File: src/rtl/fpu_issue_seq_pkg.sv
// Shared encodings for the FP issue sequencer: op codes, FSM states and
// exception flag bit positions.
package fpu_issue_seq_pkg;

    localparam logic [3:0] F_ALU_OP_ADD     = 4'd0;
    localparam logic [3:0] F_ALU_OP_SUB     = 4'd1;
    localparam logic [3:0] F_ALU_OP_MUL     = 4'd2;
    localparam logic [3:0] F_ALU_OP_MIN     = 4'd3;
    localparam logic [3:0] F_ALU_OP_MAX     = 4'd4;
    localparam logic [3:0] F_ALU_OP_EQ      = 4'd5;
    localparam logic [3:0] F_ALU_OP_LT      = 4'd6;
    localparam logic [3:0] F_ALU_OP_LE      = 4'd7;
    localparam logic [3:0] F_ALU_OP_ILLEGAL = 4'hF;

    localparam int FLAG_W  = 5;
    localparam int FLAG_NV = 4;
    localparam int FLAG_DZ = 3;
    localparam int FLAG_OF = 2;
    localparam int FLAG_UF = 1;
    localparam int FLAG_NX = 0;

    typedef enum logic [1:0] {
        S_IDLE  = 2'd0,
        S_ISSUE = 2'd1,
        S_WAIT  = 2'd2,
        S_WB    = 2'd3
    } state_t;

    // Only codes 0..7 are implemented; anything with the top bit set is illegal.
    function automatic logic op_is_legal(input logic [3:0] op);
        return ~op[3];
    endfunction

    function automatic logic op_is_cmp(input logic [3:0] op);
        return (op == F_ALU_OP_EQ) || (op == F_ALU_OP_LT) || (op == F_ALU_OP_LE);
    endfunction

endpackage

File: src/rtl/fpu_issue_seq_timeout_ctr.sv
// Timeout counter for the WAIT state: cleared on issue, counts while waiting,
// flags the cycle in which the count reaches TIMEOUT_CYC.
module fpu_timeout_ctr #(
    parameter int TIMEOUT_CYC = 64,
    parameter int CNT_W       = 7
) (
    input  logic clk,
    input  logic rst,
    input  logic clr,
    input  logic en,
    output logic tc
);

    // The count before the final increment; tc marks the last permitted WAIT cycle.
    localparam logic [CNT_W-1:0] LAST_VAL = CNT_W'(TIMEOUT_CYC - 1);

    logic [CNT_W-1:0] count_reg;

    always_ff @(posedge clk or posedge rst) begin
        if (rst) begin
            count_reg <= '0;
        end else if (clr) begin
            count_reg <= '0;
        end else if (en) begin
            count_reg <= count_reg + 1'b1;
        end
    end

    assign tc = en && (count_reg == LAST_VAL);

endmodule

File: src/rtl/fpu_issue_seq.sv
// Issue sequencer between decode and a multi-cycle FP core: launches one op,
// stalls until done or timeout, writes back and accumulates sticky flags.
module fpu_issue_seq
    import fpu_issue_seq_pkg::*;
#(
    parameter int XLEN        = 32,
    parameter int TIMEOUT_CYC = 64,
    parameter int CNT_W       = 7
) (
    input  logic            clk,
    input  logic            rst,
    input  logic            fp_start_i,
    input  logic [3:0]      fpu_op_i,
    input  logic            fp_reg_write_i,
    input  logic [4:0]      rd_i,
    input  logic [XLEN-1:0] rs1_val_i,
    input  logic [XLEN-1:0] rs2_val_i,
    output logic            fpu_start_o,
    output logic [3:0]      fpu_op_o,
    output logic [XLEN-1:0] fpu_a_o,
    output logic [XLEN-1:0] fpu_b_o,
    input  logic            fpu_done_i,
    input  logic [XLEN-1:0] fpu_result_i,
    input  logic [4:0]      fpu_flags_i,
    output logic            stall_o,
    output logic            fp_we_o,
    output logic            int_we_o,
    output logic [4:0]      wb_addr_o,
    output logic [XLEN-1:0] wb_data_o,
    output logic [4:0]      fflags_o,
    input  logic            fflags_clr_i,
    output logic            illegal_o,
    output logic            timeout_o
);

    state_t            state_reg;
    logic [3:0]        op_reg;
    logic [XLEN-1:0]   a_reg;
    logic [XLEN-1:0]   b_reg;
    logic [4:0]        rd_reg;
    logic              fp_reg_write_reg;
    logic              is_cmp_reg;
    logic              start_reg;
    logic              illegal_reg;
    logic              timeout_reg;
    logic              fp_we_reg;
    logic              int_we_reg;
    logic [4:0]        wb_addr_reg;
    logic [XLEN-1:0]   wb_data_reg;
    logic [FLAG_W-1:0] pend_flags_reg;
    logic [FLAG_W-1:0] fflags_reg;

    logic              accept;
    logic              tc;
    logic              launch;
    logic [XLEN-1:0]   wb_data_next;

    assign launch       = (state_reg == S_IDLE) && fp_start_i && op_is_legal(fpu_op_i);
    assign accept       = fpu_done_i && ((state_reg == S_ISSUE) || (state_reg == S_WAIT));
    assign wb_data_next = is_cmp_reg ? {{(XLEN-1){1'b0}}, fpu_result_i[0]} : fpu_result_i;

    fpu_timeout_ctr #(
        .TIMEOUT_CYC (TIMEOUT_CYC),
        .CNT_W       (CNT_W)
    ) u_timeout_ctr (
        .clk (clk),
        .rst (rst),
        .clr (state_reg == S_ISSUE),
        .en  (state_reg == S_WAIT),
        .tc  (tc)
    );

    always_ff @(posedge clk or posedge rst) begin
        if (rst) begin
            state_reg        <= S_IDLE;
            op_reg           <= '0;
            a_reg            <= '0;
            b_reg            <= '0;
            rd_reg           <= '0;
            fp_reg_write_reg <= 1'b0;
            is_cmp_reg       <= 1'b0;
            start_reg        <= 1'b0;
            illegal_reg      <= 1'b0;
            timeout_reg      <= 1'b0;
            fp_we_reg        <= 1'b0;
            int_we_reg       <= 1'b0;
            wb_addr_reg      <= '0;
            wb_data_reg      <= '0;
            pend_flags_reg   <= '0;
            fflags_reg       <= '0;
        end else begin
            start_reg   <= 1'b0;
            illegal_reg <= 1'b0;
            timeout_reg <= 1'b0;
            fp_we_reg   <= 1'b0;
            int_we_reg  <= 1'b0;
            if (fflags_clr_i) begin
                fflags_reg <= '0;
            end
            case (state_reg)
                S_IDLE: begin
                    if (launch) begin
                        op_reg           <= fpu_op_i;
                        a_reg            <= rs1_val_i;
                        b_reg            <= rs2_val_i;
                        rd_reg           <= rd_i;
                        fp_reg_write_reg <= fp_reg_write_i;
                        is_cmp_reg       <= op_is_cmp(fpu_op_i);
                        start_reg        <= 1'b1;
                        state_reg        <= S_ISSUE;
                    end else if (fp_start_i) begin
                        illegal_reg <= 1'b1;
                    end
                end
                S_ISSUE, S_WAIT: begin
                    // A done pulse beats a simultaneous timeout.
                    if (accept) begin
                        wb_addr_reg    <= rd_reg;
                        wb_data_reg    <= wb_data_next;
                        pend_flags_reg <= fpu_flags_i;
                        fp_we_reg      <= fp_reg_write_reg && !is_cmp_reg;
                        int_we_reg     <= is_cmp_reg;
                        state_reg      <= S_WB;
                    end else if (state_reg == S_ISSUE) begin
                        state_reg <= S_WAIT;
                    end else if (tc) begin
                        timeout_reg <= 1'b1;
                        state_reg   <= S_IDLE;
                    end
                end
                S_WB: begin
                    fflags_reg <= (fflags_clr_i ? '0 : fflags_reg) | pend_flags_reg;
                    state_reg  <= S_IDLE;
                end
                default: state_reg <= S_IDLE;
            endcase
        end
    end

    // Stall rises in the same cycle decode presents a legal op.
    assign stall_o     = !rst && (launch || (state_reg == S_ISSUE) || (state_reg == S_WAIT));
    assign fpu_start_o = start_reg;
    assign fpu_op_o    = op_reg;
    assign fpu_a_o     = a_reg;
    assign fpu_b_o     = b_reg;
    assign fp_we_o     = fp_we_reg;
    assign int_we_o    = int_we_reg;
    assign wb_addr_o   = wb_addr_reg;
    assign wb_data_o   = wb_data_reg;
    assign fflags_o    = fflags_reg;
    assign illegal_o   = illegal_reg;
    assign timeout_o   = timeout_reg;

endmodule
File: config.mk
export PLATFORM = sky130hd
export DESIGN_NAME = fpu_issue_seq
export DESIGN_NICKNAME = d
export VERILOG_FILES = /design/src/rtl/fpu_issue_seq_pkg.sv /design/src/rtl/fpu_issue_seq_timeout_ctr.sv /design/src/rtl/fpu_issue_seq.sv
export SDC_FILE = /design/constraint.sdc
export NUM_CORES = 1
export LEC_CHECK = 0
export BUFFER_PORTS_ARGS = -buffer_cell sky130_fd_sc_hd__buf_2
export CAP_MARGIN = 20
export CORE_MARGIN = 2
export CORE_UTILIZATION = 45
export CTS_CLUSTER_DIAMETER = 40
export DETAILED_ROUTE_END_ITERATION = 7
export MAX_ROUTING_LAYER = met4
export PLACE_DENSITY = 0.76
export SYNTH_ARGS = -nofsm -noshare
export SYNTH_HDL_FRONTEND = slang
export SYNTH_HIERARCHICAL = 1
export SYNTH_SLANG_ARGS = --single-unit
File: constraint.sdc
create_clock -name clk -period 6.08 [get_ports clk]
set_input_delay 1.216 -clock clk [delete_from_list [all_inputs] [get_ports clk]]
set_output_delay 1.216 -clock clk [all_outputs]
set_load 0.03 [all_outputs]
==> results.sh, run 1 <==
export IMPL_r2r_start="state_reg[0]"
export IMPL_grt_antenna_before_repair=0
export IMPL_cts_resized=0
export IMPL_clk_pin_slew_ns=0.06
export IMPL_finalNonFillerCells=792
export IMPL_fin_tns_setup_ns=0
export IMPL_io_pins=232
export IMPL_pwr_density_cell_mw_per_mm2=623.4
export IMPL_grt_pass1_vias=4052
export IMPL_yosysWarnings=6
export IMPL_antenna_cells=0
export IMPL_crit_type="primary input to output pin"
export IMPL_hold_ws_ns=0.4711
export IMPL_dieArea_mm2=0.01286
export IMPL_whs_path_depth=2
export IMPL_min_delay_start="wb_data_o[11]"
export IMPL_gr_total_overflow=0
export IMPL_cts_max_level=4
export IMPL_synthesis_nets=523
export IMPL_fin_crit_ns=3.152
export IMPL_drv_slew=0
export IMPL_relSlewSlack=0.3731
export IMPL_placed_cell_area_mm2=0.006649
export IMPL_area_growth_pct=35.37
export IMPL_multi_input_area_mm2=0.001841
export IMPL_holdPathEnd="wb_data_o[11]"
export IMPL_ctsHoldBuffers=0
export IMPL_cts_buffers=17
export IMPL_syn_inst=402
export IMPL_status="complete, no violations"
export IMPL_hold_viol_final=0
export IMPL_register_area_mm2=0.003403
export IMPL_drc=0
export IMPL_die_x_um=113.4
export IMPL_wl_per_cell_um=15.28
export IMPL_finalSetupViolations=0
export IMPL_nNetsFinal=757
export IMPL_crit_path_start_kind="primary input"
export IMPL_grt_first_pass_wirelength_um=19620
export IMPL_clock_path_buffers=2
export IMPL_clk_latency_ns=0.42
export IMPL_start_util=0.4655
export IMPL_dieHeight_um=113.4
export IMPL_worst_slew_pin_slew_ns=0.9404
export IMPL_finalCritPeriodShare=0.5184
export IMPL_cts_root_buffer="clkbuf_16"
export IMPL_grt_use_total=0.2018
export IMPL_clock_sinks=136
export IMPL_drive_above_1_share=0.5439
export IMPL_drt_iter0_drc=233
export IMPL_min_path_type="flip-flop to flip-flop"
export IMPL_cp_data_required_time_ns=4.86
export IMPL_fill_cells=897
export IMPL_cts_setup_buffers=0
export IMPL_cts_tree="yes"
export IMPL_routed_wl_um=12100
export IMPL_grt_max_degree=76
export IMPL_fp_row_count=39
export IMPL_arrival_ns=1.94
export IMPL_antenna_left=0
export IMPL_yosysSeqAreaShare=0.6321
export IMPL_leakagePower_nw=3.814
export IMPL_ys_types=29
export IMPL_fin_area_mm2=0.007288
export IMPL_fmax_ghz=0.3173
export IMPL_rr_endpoint="fpu_a_o[14]"
export IMPL_syn_cell_area_mm2=0.005384
export IMPL_skew_ns=0.005079
export IMPL_rsz0062_at_grt="no"
export IMPL_max_cap_violations=0
export IMPL_synth_seq_cells=136
export IMPL_gp_congestion=0.7811
export IMPL_endpoint_kind="output pin"
export IMPL_dp_cells=760
export IMPL_dp_hpwl_um=8638
export IMPL_r2r_cells=5
export IMPL_route_vias_total=3858
export IMPL_ir_drop_mv=0.4117
export IMPL_core_mm2=0.01156
export IMPL_syn_area_per_cell_um2=13.39
export IMPL_port_buffers=231
export IMPL_dr_pass1_iters=5
export IMPL_path_max_fanout=10
export IMPL_r2r_setup_slack_ns=3.76
export IMPL_vias_per_cell=4.871
[synthesized netlist by cell type, drive strengths merged]
library cell	instances	area (um2)
or3	2	12.51
a22oi	1	7.510
nand3b	1	11.26
nand4	2	12.51
and3	2	12.51
xor2	3	26.28
nand2	43	161.4
o21ai	41	205.2
and2	1	6.260
nor3b	1	7.510
ha	5	62.56
mux2	84	1002
a21o	1	7.510
inv	12	45.04
buf	13	83.83
a21oi	3	15.01
mux2i	1	10.01
o22a	1	8.760
xnor2	1	8.760
nor3	1	5.000
nand2b	32	200.2
a32o	1	10.01
clkbuf	6	22.52
o21bai	1	7.510
nor2b	1	6.260
dfrtp	136	3403
nor2	6	22.52
[power by group]
part	switching (mW)	total, mW	internal (mW)
Sequential	0.230	1.55	1.32
Combinational	1.22	1.91	0.689
Clock	0.376	1.09	0.716
Total	1.82	4.54	2.72
[how the worst max path moves through the flow]
stage	start	to	slack [ns]	depth (start not counted)
global placement	fpu_op_i[3]	stall_o	2.91	4
CTS	fpu_op_i[3]	stall_o	2.91	4
detailed placement	fpu_op_i[3]	stall_o	2.91	4
global route	fpu_op_i[3]	stall_o	2.89	4
finish	fpu_op_i[3]	stall_o	2.93	4
floorplan	rst	fflags_o[0]	1.42	1
[placed cells by master (no fill, tap or decap)]
master / count
a21o_1: 1
a21oi_1: 3
a22oi_1: 1
a32o_1: 1
and2_1: 1
and3_1: 2
buf_2: 231
buf_4: 3
bufinv_16: 4
clkbuf_16: 17
clkbuf_8: 3
clkinv_2: 3
clkinvlp_4: 5
dfrtp_1: 136
ha_1: 5
inv_1: 11
inv_4: 1
mux2_2: 69
mux2_4: 15
mux2i_1: 1
nand2_1: 42
nand2_2: 1
nand2b_1: 32
nand3b_4: 1
nand4_1: 2
nor2_1: 6
nor2b_1: 1
nor3_1: 1
nor3b_1: 1
o21ai_0: 41
o21bai_1: 1
o22a_1: 1
or3_1: 2
xnor2_1: 1
xor2_1: 3
[per-stage QoR]
step / util / worst slack, ns / power, mW
floorplan: - / 1.423 / 2.903
global placement: 0.5749 / 2.909 / 3.410
detailed placement: 0.5749 / 2.915 / 3.480
CTS: 0.6302 / 2.911 / 4.592
global route: 0.6302 / 2.886 / 4.797
finish: 0.6302 / 2.928 / 4.544
[worst max-delay path: stages]
cell	delay (ns)
buf_2	0.11
nand3b_4	0.24
a21oi_1	0.16
buf_2	0.21
[per-layer routing]
metal | global-route usage | vias up | wire length (um)
met2 | 0.3106 | 177 | 5804
met3 | 0.05845 | 30 | 863
li1 | - | 1826 | -
met5 | - | - | 0
met1 | 0.2454 | 1825 | 5063
met4 | 0.1000 | 0 | 367
[logic make-up after synthesis]
group | Yosys count | share of synthesized area
fa+ha+maj | 5 | 0.01162
mux | 85 | 0.1880
buf+inv | 31 | 0.02812
compound gates | 49 | 0.04857
xor+xnor | 4 | 0.006508
simple gates | 92 | 0.08506
flops | 136 | 0.6321
[area by class of cell]
class | count | area share
clock inverter | 12 | 0.02369
clock buffer | 20 | 0.06403
tap | 143 | 0.02455
sequential | 136 | 0.4670
inverter | 12 | 0.006524
multi-input combinational | 235 | 0.2525
timing repair buffer | 234 | 0.1617
No activity file was read; power rests on OpenSTA's default activity.
==> run 2: changes to the inputs <==
- clock period: 6.08 -> 2.91 ns (I/O delays scaled with it)
==> run 2 against run 1 <==
Sequential cell count did not move; first-iteration DRC count fell by 34%; power rose by 100%; critical path type is now flip-flop to output pin.
==> results.sh, run 2 (same netlist as run 1, synthesis figures left out) <==
export IMPL_worst_slew_pin_slew_ns=0.8427
export IMPL_endpoint_kind="output pin"
export IMPL_relSlewSlack=0.4370
export IMPL_setup_ws_ns=0.5933
export IMPL_cts_resized=0
export IMPL_pwr_density_cell_mw_per_mm2=1274
export IMPL_die_x_um=113.4
export IMPL_ir_drop_mv=0.7471
export IMPL_port_buffers=231
export IMPL_fin_tns_setup_ns=0
export IMPL_antenna_cells=0
export IMPL_gr_total_overflow=0
export IMPL_skew_ns=0.005675
export IMPL_dp_hpwl_um=8758
export IMPL_layout_commonest_cell="buf_2"
export IMPL_max_cap_violations=0
export IMPL_critical_path_max_stage_delay_ns=0.42
export IMPL_antenna_left=0
export IMPL_cts_setup_buffers=0
export IMPL_top_layer="met4"
export IMPL_area_growth_pct=34.95
export IMPL_leakagePower_nw=3.817
export IMPL_rsz0062_at_grt="no"
export IMPL_gp_congestion=0.7748
export IMPL_fill_cells=911
export IMPL_cp_data_required_time_ns=2.33
export IMPL_crit_type="flip-flop to output pin"
export IMPL_drc=0
export IMPL_drt_iter0_drc=153
export IMPL_wl_per_cell_um=15.05
export IMPL_layout_common_cells="buf_2, dfrtp_1, mux2_2, nand2_1, o21ai_0"
export IMPL_register_area_mm2=0.003403
export IMPL_crit_path_start_kind="flip-flop"
export IMPL_cts_buffers=17
export IMPL_total_power_mw=9.258
export IMPL_met1_length_um=4852
export IMPL_clock_path_buffers=2
export IMPL_fmax_ghz=0.4317
export IMPL_wl_met2_um=6031
export IMPL_cts_tree="yes"
export IMPL_ctsHoldBuffers=0
export IMPL_drive_above_1_share=0.5415
export IMPL_dieArea_mm2=0.01286
export IMPL_fin_crit_ns=2.317
export IMPL_grt_use_total=0.1992
export IMPL_multi_input_area_mm2=0.001841
export IMPL_drv_slew=0
export IMPL_cts_root_buffer="clkbuf_16"
export IMPL_met3_length_um=804
export IMPL_clock_sinks=136
export IMPL_dr_pass1_iters=6
export IMPL_nNetsFinal=759
export IMPL_io_pins=232
export IMPL_vias_per_cell=4.953
export IMPL_grt_antenna_before_repair=0
export IMPL_placed_cell_area_mm2=0.006703
export IMPL_routed_wl_um=11940
export IMPL_route_vias_total=3928
export IMPL_finalNonFillerCells=793
export IMPL_hold_viol_final=0
export IMPL_start_util=0.4655
export IMPL_place_ws_ns=0.8409
export IMPL_path_max_fanout=10
export IMPL_grt_max_degree=78
export IMPL_finalCritPeriodShare=0.7961
export IMPL_fp_row_count=39
export IMPL_finalSetupViolations=0
export IMPL_dp_cells=762
export IMPL_fin_area_mm2=0.007266
export IMPL_grt_first_pass_wirelength_um=19430
export IMPL_dieHeight_um=113.4
export IMPL_clk_latency_ns=0.41
export IMPL_arrival_ns=1.73
export IMPL_clk_pin_slew_ns=0.05
export IMPL_core_mm2=0.01156
export IMPL_grt_pass1_vias=4102
export IMPL_cts_max_level=4
export IMPL_critical_path_slowest_cell="dfrtp_1"
export IMPL_crit_chain="inv_1, ha_1, nor2_1, a21oi_1, buf_2"
export IMPL_status="complete, no violations"
export IMPL_min_path_type="primary input to asynchronous set/reset pin"
run 2: cell types whose count changed in the layout (fill, tap and decap cells not counted), sizes merged:
cell      change
buf           +2
bufinv        -2
clkinv        +4
inv           -1
clkbuf        +1
clkinvlp      -3
run 2: area by class of cell:
class,instances,share of cell area
inverters,12,0.006716
repair buffers,236,0.1695
clock inverters,10,0.01412
multi-input cells,235,0.2533
clock buffers,21,0.06337
flip-flops and latches,136,0.4684
well taps,143,0.02463
run 2: worst paths after layout:
kind                       slack [ns]                          to  cells after the start          start
setup reg to reg                 0.86                state_reg[0]                      8   state_reg[0]
hold reg to reg                  0.48               wb_data_o[13]                      2  wb_data_o[13]
max in group asynchronous        1.83               wb_data_o[26]                      3            rst
setup / recovery                 0.59                     stall_o                      5   state_reg[1]
hold / removal                   0.14  u_timeout_ctr/count_reg[1]                      2            rst
min in group clk                 0.38                   timeout_o                      2     fpu_done_i
run 2: routing by layer:
metal,global-route usage,up-vias
met4,0.08211,0
met1,0.2371,1907
li1,-,1834
met2,0.3238,166
met5,-,-
met3,0.05367,21
run 2: metrics by stage:
step	util	hold WS (ns)
2_1_floorplan	-	0.3854
3_3_place_gp	0.5796	0.4566
3_5_place_dp	0.5796	0.4644
4_1_cts	0.6283	0.1284
5_1_grt	0.6283	0.1405
6_report	0.6283	0.1437
run 2: critical path: cells and delay by family, from the launching register on:
kind	cells	cell delay (ns)
AND/OR/NAND/NOR	1	0.10
AO/OA/AOI/OAI	1	0.15
buffers and inverters	2	0.30
adder cells (fa/ha/maj)	1	0.36
flip-flops	1	0.42
run 2: report_power, final:
group | internal [mW] | total (mW) | switching (mW)
sequential | 2.75 | 3.22 | 0.466
clock | 1.29 | 2.04 | 0.752
combinational | 1.46 | 4.00 | 2.54
total | 5.50 | 9.26 | 3.76
==> run 3: changes to the inputs <==
- CORE_UTILIZATION: 45 -> 43
- clock period: 2.91 -> 2.1 ns (I/O delays scaled with it)
==> run 3 against run 2 <==
Sequential cell count stayed put; utilization is 1.2 points lower; die area is 4.5% higher; highest routed layer unchanged; critical endpoint unchanged; sequential share of layout area is 1.2 points lower; sequential power is 39% higher.
==> results.sh, run 3 (same netlist as run 1, synthesis figures left out) <==
export IMPL_io_pins=232
export IMPL_setup_ws_ns=0.1292
export IMPL_total_power_mw=13.43
export IMPL_fin_crit_ns=1.971
export IMPL_multi_input_area_mm2=0.001866
export IMPL_clk_latency_ns=0.41
export IMPL_wl_per_cell_um=14.99
export IMPL_dieArea_mm2=0.01343
export IMPL_route_vias_total=3918
export IMPL_finalCritPeriodShare=0.9385
export IMPL_cts_root_buffer="clkbuf_16"
export IMPL_dieHeight_um=115.9
export IMPL_cts_buffers=17
export IMPL_routed_wl_um=12350
export IMPL_cts_max_level=4
export IMPL_clock_sinks=136
export IMPL_area_growth_pct=38.58
export IMPL_dr_pass1_iters=4
export IMPL_crit_start="state_reg[0]"
export IMPL_min_path_type="primary input to flip-flop"
export IMPL_max_cap_violations=0
export IMPL_grt_use_total=0.1897
export IMPL_worst_slew_pin_slew_ns=0.8548
export IMPL_fp_row_count=40
export IMPL_hold_ws_ns=0.2257
export IMPL_hold_viol_final=0
export IMPL_fin_tns_setup_ns=0
export IMPL_skew_ns=0.005926
export IMPL_drive_above_1_share=0.5503
export IMPL_clock_path_buffers=2
export IMPL_crit_type="flip-flop to output pin"
export IMPL_port_buffers=231
export IMPL_core_mm2=0.01211
export IMPL_grt_pass1_vias=3992
export IMPL_endpoint_kind="output pin"
export IMPL_drt_iter0_drc=290
export IMPL_antenna_cells=0
export IMPL_gp_congestion=0.8145
export IMPL_cp_data_required_time_ns=1.68
export IMPL_register_area_mm2=0.003403
export IMPL_drv_slew=0
export IMPL_ir_drop_mv=0.9923
export IMPL_drc=0
export IMPL_cts_tree="yes"
export IMPL_pwr_density_cell_mw_per_mm2=1799
export IMPL_place_ws_ns=0.2632
export IMPL_fill_cells=971
export IMPL_status="complete, no violations"
export IMPL_leakagePower_nw=3.878
export IMPL_rsz0062_at_grt="no"
export IMPL_finalSetupViolations=0
export IMPL_crit_path_start_kind="flip-flop"
export IMPL_start_util=0.4445
export IMPL_vias_per_cell=4.755
export IMPL_gr_total_overflow=0
export IMPL_grt_first_pass_wirelength_um=18960
export IMPL_path_max_fanout=6
export IMPL_relSlewSlack=0.4301
export IMPL_clk_pin_slew_ns=0.06
export IMPL_min_delay_start="fpu_done_i"
export IMPL_r2r_setup_slack_ns=0.24
export IMPL_grt_max_degree=71
export IMPL_antenna_left=0
export IMPL_nNetsFinal=764
export IMPL_arrival_ns=1.55
export IMPL_grt_antenna_before_repair=0
export IMPL_layout_commonest_cell="buf_2"
export IMPL_dp_hpwl_um=8909
export IMPL_r2r_start="state_reg[0]"
export IMPL_die_x_um=115.9
export IMPL_fmax_ghz=0.5074
export IMPL_layout_common_cells="buf_2, dfrtp_1, mux2_2, nand2_1, o21ai_0"
-- run 3: changes by cell type in the layout (fill, tap and decap cells not counted), sizes merged --
cell         change
buf              +4
bufinv           +3
clkinv           -1
clkinvlp         -1
dlygate4sd3      +1
-- run 3: timing repair --
action                                 in CTS  in global routing
endpoints found under the hold margin       7                  0
buffers inserted                            1                  0
pin swaps                                   1                  1
hold buffers                                1                  0
cloned                                      0                  0
resized for setup                           1                  8
setup endpoints to repair                   1                  1
-- run 3: worst paths after layout --
path                                                   end  cells after the start
worst max register to register                state_reg[0]                      8
worst max-delay path                               stall_o                      6
min in group asynchronous       u_timeout_ctr/count_reg[4]                      3
max in group asynchronous                       fpu_b_o[2]                      4
worst min-delay path                             timeout_o                      2
worst min register to register               wb_data_o[20]                      2
-- run 3: area by class of cell --
cell class | count | share of cell area
multi-input cells | 235 | 0.2500
clock inverters | 11 | 0.02616
well taps | 168 | 0.02817
repair buffers | 241 | 0.1712
flip-flops and latches | 136 | 0.4561
clock buffers | 21 | 0.06171
inverters | 12 | 0.006540
-- run 3: per-layer routing --
layer	routed length, um	vias to the layer above	GRT usage	share of wire
li1	-	1845	-	-
met1	5079	1870	0.2225	0.41
met2	6008	183	0.3025	0.49
met3	1058	20	0.06904	0.086
met4	203	0	0.06667	0.016
met5	0	-	-	0
-- run 3: stage by stage --
step	instance area, um2	utilization	instances
2_1_floorplan	5388	-	402
3_3_place_gp	6756	0.5579	790
3_5_place_dp	6756	0.5579	790
4_1_cts	7432	0.6136	824
5_1_grt	7461	0.6160	824
6_report	7461	0.6160	824
-- run 3: report_power, final --
| part | switching, mW | internal (mW) | total (mW) |
|---|---|---|---|
| logic | 3.57 | 2.10 | 5.68 |
| clock network | 1.10 | 2.17 | 3.27 |
| registers | 0.671 | 3.81 | 4.48 |
| total | 5.34 | 8.09 | 13.4 |
-- run 3: worst max-delay path, stage by stage, from the launching register on --
cell,delay [ns]
dfrtp_1,0.42
inv_2,0.12
ha_4,0.14
buf_6,0.11
nor2_1,0.04
a21oi_1,0.13
buf_4,0.18
